`config.mk`:
```
export PLATFORM = sky130hd
export DESIGN_NAME = topo_spawner
export DESIGN_NICKNAME = d
export VERILOG_FILES = /design/src/rtl/topo_spawner.sv
export SDC_FILE = /design/constraint.sdc
export NUM_CORES = 1
export LEC_CHECK = 0
export CORE_UTILIZATION = 25
export CTS_CLUSTER_DIAMETER = 30
export DETAILED_ROUTE_END_ITERATION = 16
export SKIP_LAST_GASP = 1
export SYNTH_ARGS = -nofsm -noshare
export SYNTH_HDL_FRONTEND = slang
export SYNTH_SLANG_ARGS = --single-unit
```
`constraint.sdc`:
```
create_clock -name clock -period 2.2 [get_ports clock]
set_input_delay 0.33 -clock clock [delete_from_list [all_inputs] [get_ports clock]]
set_output_delay 0.33 -clock clock [all_outputs]
set_load 0.01 [all_outputs]
```
`src/rtl/topo_spawner.sv`:
```
// rtl/topo_spawner.sv - whack-a-mole round sequencer: spawns moles, scores hits/timeouts
// Optional feature macro: SPEEDUP_EN (each scored hit shortens the mole window)
module topo_spawner #(
    parameter int          UP_TICKS   = 50_000_000,
    parameter int          GAP_TICKS  = 25_000_000,
    parameter int          MAX_ROUNDS = 20,
    parameter logic [15:0] LFSR_SEED  = 16'hACE1,
    parameter int          UP_STEP    = 5_000_000,
    parameter int          UP_MIN     = 10_000_000
) (
    input  logic       clock,
    input  logic       reset_n,
    input  logic       start,
    input  logic       hit,
    output logic       poner_topo,
    output logic [3:0] n_celda_poner_topo,
    output logic       mole_active,
    output logic [7:0] score,
    output logic [7:0] misses,
    output logic [7:0] round_cnt,
    output logic       game_over
);

    localparam int T_MAX = (UP_TICKS > GAP_TICKS) ? UP_TICKS : GAP_TICKS;
    localparam int TW    = $clog2(T_MAX + 1);

    localparam logic [TW-1:0] W_UP       = TW'(UP_TICKS);
    localparam logic [TW-1:0] W_GAP_LAST = TW'(GAP_TICKS - 1);
    localparam logic [TW-1:0] W_STEP     = TW'(UP_STEP);
    localparam logic [TW-1:0] W_MIN      = TW'(UP_MIN);
    localparam logic [TW-1:0] W_ONE      = TW'(1);
    localparam logic [7:0]    W_ROUNDS   = 8'(MAX_ROUNDS);

`ifdef SPEEDUP_EN
    localparam bit SPEEDUP = 1'b1;
`else
    localparam bit SPEEDUP = 1'b0;
`endif

    typedef enum logic [2:0] {
        S_IDLE,
        S_SPAWN,
        S_WAIT_HIT,
        S_COOLDOWN,
        S_DONE
    } state_t;

    state_t          r_state;
    state_t          w_next;
    logic [15:0]     r_lfsr;
    logic            w_fb;
    logic [3:0]      r_last_cell;
    logic [3:0]      w_raw;
    logic [3:0]      w_cell;
    logic [TW-1:0]   r_timer;
    logic [TW-1:0]   r_window;
    logic [TW-1:0]   w_window_dec;
    logic [7:0]      r_score;
    logic [7:0]      r_misses;
    logic [7:0]      r_rounds;
    logic            w_timer_zero;
    logic            w_start_game;

    assign w_fb         = r_lfsr[15] ^ r_lfsr[13] ^ r_lfsr[12] ^ r_lfsr[10];
    assign w_raw        = r_lfsr[3:0];
    assign w_cell       = (w_raw == r_last_cell) ? w_raw + 4'd1 : w_raw;
    assign w_timer_zero = (r_timer == '0);
    assign w_start_game = start && (r_state == S_IDLE || r_state == S_DONE);
    // Window never drops below W_MIN, so the subtraction below cannot underflow
    assign w_window_dec = ((r_window - W_MIN) >= W_STEP) ? (r_window - W_STEP) : W_MIN;

    assign score     = r_score;
    assign misses    = r_misses;
    assign round_cnt = r_rounds;

    always_ff @(posedge clock or negedge reset_n) begin
        if (!reset_n) begin
            r_lfsr <= LFSR_SEED;
        end else if (r_lfsr == 16'd0) begin
            r_lfsr <= LFSR_SEED;
        end else begin
            r_lfsr <= {r_lfsr[14:0], w_fb};
        end
    end

    always_ff @(posedge clock or negedge reset_n) begin
        if (!reset_n) begin
            r_state <= S_IDLE;
        end else begin
            r_state <= w_next;
        end
    end

    always_comb begin
        w_next             = r_state;
        poner_topo         = 1'b0;
        mole_active        = 1'b0;
        game_over          = 1'b0;
        n_celda_poner_topo = r_last_cell;
        case (r_state)
            S_IDLE: begin
                if (start) w_next = S_SPAWN;
            end
            S_SPAWN: begin
                poner_topo         = 1'b1;
                n_celda_poner_topo = w_cell;
                w_next             = S_WAIT_HIT;
            end
            S_WAIT_HIT: begin
                mole_active = 1'b1;
                if (hit || w_timer_zero) w_next = S_COOLDOWN;
            end
            S_COOLDOWN: begin
                if (w_timer_zero) w_next = (r_rounds == W_ROUNDS) ? S_DONE : S_SPAWN;
            end
            S_DONE: begin
                game_over = 1'b1;
                if (start) w_next = S_SPAWN;
            end
            default: w_next = S_IDLE;
        endcase
    end

    always_ff @(posedge clock or negedge reset_n) begin
        if (!reset_n) begin
            r_last_cell <= 4'd0;
            r_timer     <= '0;
            r_window    <= W_UP;
            r_score     <= 8'd0;
            r_misses    <= 8'd0;
            r_rounds    <= 8'd0;
        end else begin
            case (r_state)
                S_IDLE, S_DONE: begin
                    if (w_start_game) begin
                        r_score  <= 8'd0;
                        r_misses <= 8'd0;
                        r_rounds <= 8'd0;
                        r_window <= W_UP;
                    end
                end
                S_SPAWN: begin
                    r_last_cell <= w_cell;
                    r_timer     <= r_window - W_ONE;
                end
                S_WAIT_HIT: begin
                    // A hit on the final window cycle takes priority over the timeout
                    if (hit) begin
                        if (r_score != 8'hFF) r_score <= r_score + 8'd1;
                        if (SPEEDUP) r_window <= w_window_dec;
                        r_timer  <= W_GAP_LAST;
                        r_rounds <= r_rounds + 8'd1;
                    end else if (w_timer_zero) begin
                        if (r_misses != 8'hFF) r_misses <= r_misses + 8'd1;
                        r_timer  <= W_GAP_LAST;
                        r_rounds <= r_rounds + 8'd1;
                    end else begin
                        r_timer <= r_timer - W_ONE;
                    end
                end
                S_COOLDOWN: begin
                    if (!w_timer_zero) r_timer <= r_timer - W_ONE;
                end
                default: ;
            endcase
        end
    end

endmodule
```
==> results.md <==
* CP Launch Type: flip-flop
* Count leader, synth: dfrtp_1
* Crit Reg-Reg Startpoint: r_timer[0]$_DFFE_PN0P_
* Register area share after synthesis at 0.4666
* R2R cell count at 8
* TritonCTS sink count at 73
* Non-filler cells, final at 735
* Post-synth EDFFs at 0
* Worst slew pin tran at 0.6695 ns
* Mapped Nets at 430
* Core area at 15260 um2
* Via density at 4.990
* Flop2flop setup slack at 0.01 ns
* Clock tree buffer depth at 2
* Pwr Total at 4.479 mW
* Largest net degree at the start of global routing at 37
* Most used flip-flop cell after synthesis: dfrtp_1
* Starting Density at 0.2580
* Finished Core Util at 0.3672
* HP Class: reg -> reg
* Final WS setup at -0.03025 ns
* CP Class: reg -> out
* Number of unique standard cell types used by synthesis at 58
* Root Buffer: clkbuf_16
* Skew final at 0.008714 ns
* Share of cells above drive strength 1 at 0.2844
* I/O Buffers at 34
* DIE AREA at 16250 um2
* GP Congestion at 0.8552
* Vias in the first global route at 3743
* Die width at 127.5 um
* Num CTS Buffers at 9
* Final Hold Viols at 0
* Main combinational cell family by area after synthesis: simple AND/OR/NAND/NOR gates
* FF-to-FF End: r_timer[22]$_DFFE_PN0P_
* CP endpoint kind: output pin
* # diodes at 0
* DR DRC count at 0
* Synth Area in Compound Gates at 0.1745
* DRT Wirelength at 10940 um
* # H-tree levels at 3
* I/O Pins at 35
* Synth cell count leaders: dfrtp_1, a21oi_1, o21ai_0, nor2_1
* Placed Cells at 702
* Max Transition Viols Final at 0
* Cell taking the most area after synthesis: dfrtp_1
* Iter 0 DRT Violations at 166
* Initial antenna violation count at 0
* Lkg Pwr at 2.273 nW
* Die height at 127.5 um
* Peak supply drop at 376.6 uV
* Std cell rows at 45
* Power Dens Cells at 799.4 nW/um2
* Simple-gate share of the synthesized area at 0.2667
* Total track usage at 0.1387
* Dpl hpwl at 7503 um
* Pre-CTS setup slack at -0.1359 ns
* Syn Inst Count at 418
* CTS tree: yes
* Synthesis-to-layout area growth at 42.34%
* Mean area per synthesized cell at 9.417 um2
* Mapped Area at 3936 um2
* Worst-path maximum fanout at 3
* Post-Synth XOR/XNOR Area at 0.02448
* Top cells by area, synth: dfrtp_1, dfstp_2, a21oi_1
* End of the critical path: n_celda_poner_topo[1]
* CP arrival at 1.90 ns
* Share of the synthesized area in the top cell type at 0.4132
* Max Cap Viol at 0
* Routed Antenna Nets at 0
* Clock transition at path regs at 0.06 ns
* Synth warn at 0
* Crit. Startpoint: r_last_cell[3]$_DFF_PN0_
* Seq cells post-synth at 73
* Period Utilization, post-route at 1.014
* Synth Area in Adders at 0.02543
* Status: finished, violations left
* First-pass GRT wire length at 17880 um
* Final Critical Period at 2.230 ns
* Final setup fails at 1
* Async set-or-reset flop fraction in the synthesized netlist at 1.000
* DR vias at 3668
* Slew HR at 0.5536
* Critical Path RT at 1.87 ns
* DR WL/cell at 14.88 um
* Final Net Count at 531
* Violated checks: negative setup slack
* Fmax at 448.4 MHz
* Gr ovfl total at 0
* Post-synthesis mux area share at 0.005404
* RSZ-0062 raised after global routing: yes
* Later-pin clock latency in the skew report at 0.35 ns
* DRT Pass-1 Iters at 4
==> power breakdown <==
group	total [mW]	switching, mW	internal (mW)
logic	0.988	0.456	0.532
clock network	1.75	0.604	1.14
registers	1.74	0.233	1.51
==> area by class of cell <==
| type | count | area (um2) |
|---|---|---|
| flip-flops and latches | 73 | 1837 |
| repair buffers | 112 | 982.2 |
| clock inverters | 6 | 115.1 |
| fillers | 1485 | 9656 |
| well taps | 211 | 264.0 |
| multi-input cells | 309 | 2110 |
| inverters | 14 | 56.30 |
| clock buffers | 10 | 239.0 |
==> kinds of logic (layout without fill, tap and decap cells) <==
logic type	count (synthesis)	count (layout)
buf+inv	36	142
compound gates	111	111
flops	73	73
simple gates	177	177
xor+xnor	11	11
mux	2	2
fa+ha+maj	8	8
==> metal layers <==
layer,vias to the layer above,global-route usage,part of all wire
met5,-,0,0
met4,0,0.07703,0.025
li1,1779,-,-
met3,13,0.02931,0.037
met1,1817,0.1759,0.46
met2,59,0.2199,0.48
==> sequential cells by signal, summed over array words and instances (netlist names) <==
signal,count
score,8
round_cnt,8
r_timer,26
misses,8
r_lfsr,16
r_state,3
r_last_cell,4
==> per-stage QoR <==
stage	hold slack [ns]	TNS (ns)	instance area, um2
global placement	0.3291	-0.2594	4926
CTS	0.3962	-0.2508	5363
global route	0.4030	-0.7270	5603
floorplan	0.03441	0	3936
finish	0.3990	-0.03025	5603
detailed placement	0.3360	-0.5123	4926
==> worst min-delay path by stage <==
stage	from	endpoint	cells past startpoint
after floorplan	reset_n	misses[0]$_DFFE_PN0P_	0
after global placement	reset_n	misses[5]$_DFFE_PN0P_	1
after detailed placement	reset_n	misses[3]$_DFFE_PN0P_	1
after CTS	r_lfsr[8]$_DFF_PN0_	r_lfsr[9]$_DFF_PN0_	0
after global routing	r_lfsr[11]$_DFF_PN1_	r_lfsr[12]$_DFF_PN0_	0
final	r_lfsr[8]$_DFF_PN0_	r_lfsr[9]$_DFF_PN0_	0
==> worst max-delay path, stage by stage, from the launching register on <==
cell and delay, ns:
dfrtp_1 0.39, xor2_1 0.18, nor4_2 0.26, buf_4 0.16
buf_4 0.11, mux2i_2 0.23, a21oi_2 0.09, buf_2 0.15
==> layout by cell type, fill, tap and decap left out, types with 3 or more instances in the layout <==
| cell type | n |
|---|---|
| nand4_1 | 13 |
| xnor2_1 | 3 |
| and3_1 | 4 |
| nand3_1 | 22 |
| xor2_1 | 8 |
| bufinv_16 | 3 |
| and2_1 | 3 |
| nor2_1 | 23 |
| nor4_4 | 3 |
| o21ai_0 | 31 |
| a311oi_1 | 3 |
| nand2_1 | 22 |
| dfstp_2 | 8 |
| buf_4 | 72 |
| or4_1 | 11 |
| o31ai_1 | 15 |
| o31ai_2 | 3 |
| clkbuf_16 | 10 |
| buf_2 | 5 |
| nor4_2 | 4 |
| clkdlybuf4s50_1 | 26 |
| dlymetal6s2s_1 | 3 |
| a21oi_2 | 9 |
| nor3_1 | 9 |
| a21oi_1 | 26 |
| nor4_1 | 4 |
| ha_1 | 6 |
| or3_1 | 23 |
| or4_4 | 4 |
| inv_1 | 10 |
| dfrtp_1 | 65 |
| nand2b_1 | 10 |
==> what timing repair did <==
item / 4_1_cts / 5_1_grt
pin swaps: 8 / 9
setup endpoints to repair: 14 / 31
hold endpoints to repair: 19 / 0
cloned: 1 / 1
hold buffers: 1 / 0
buffers inserted: 3 / 11
resized for setup: 25 / 34
(Power assumes the default switching activity.)
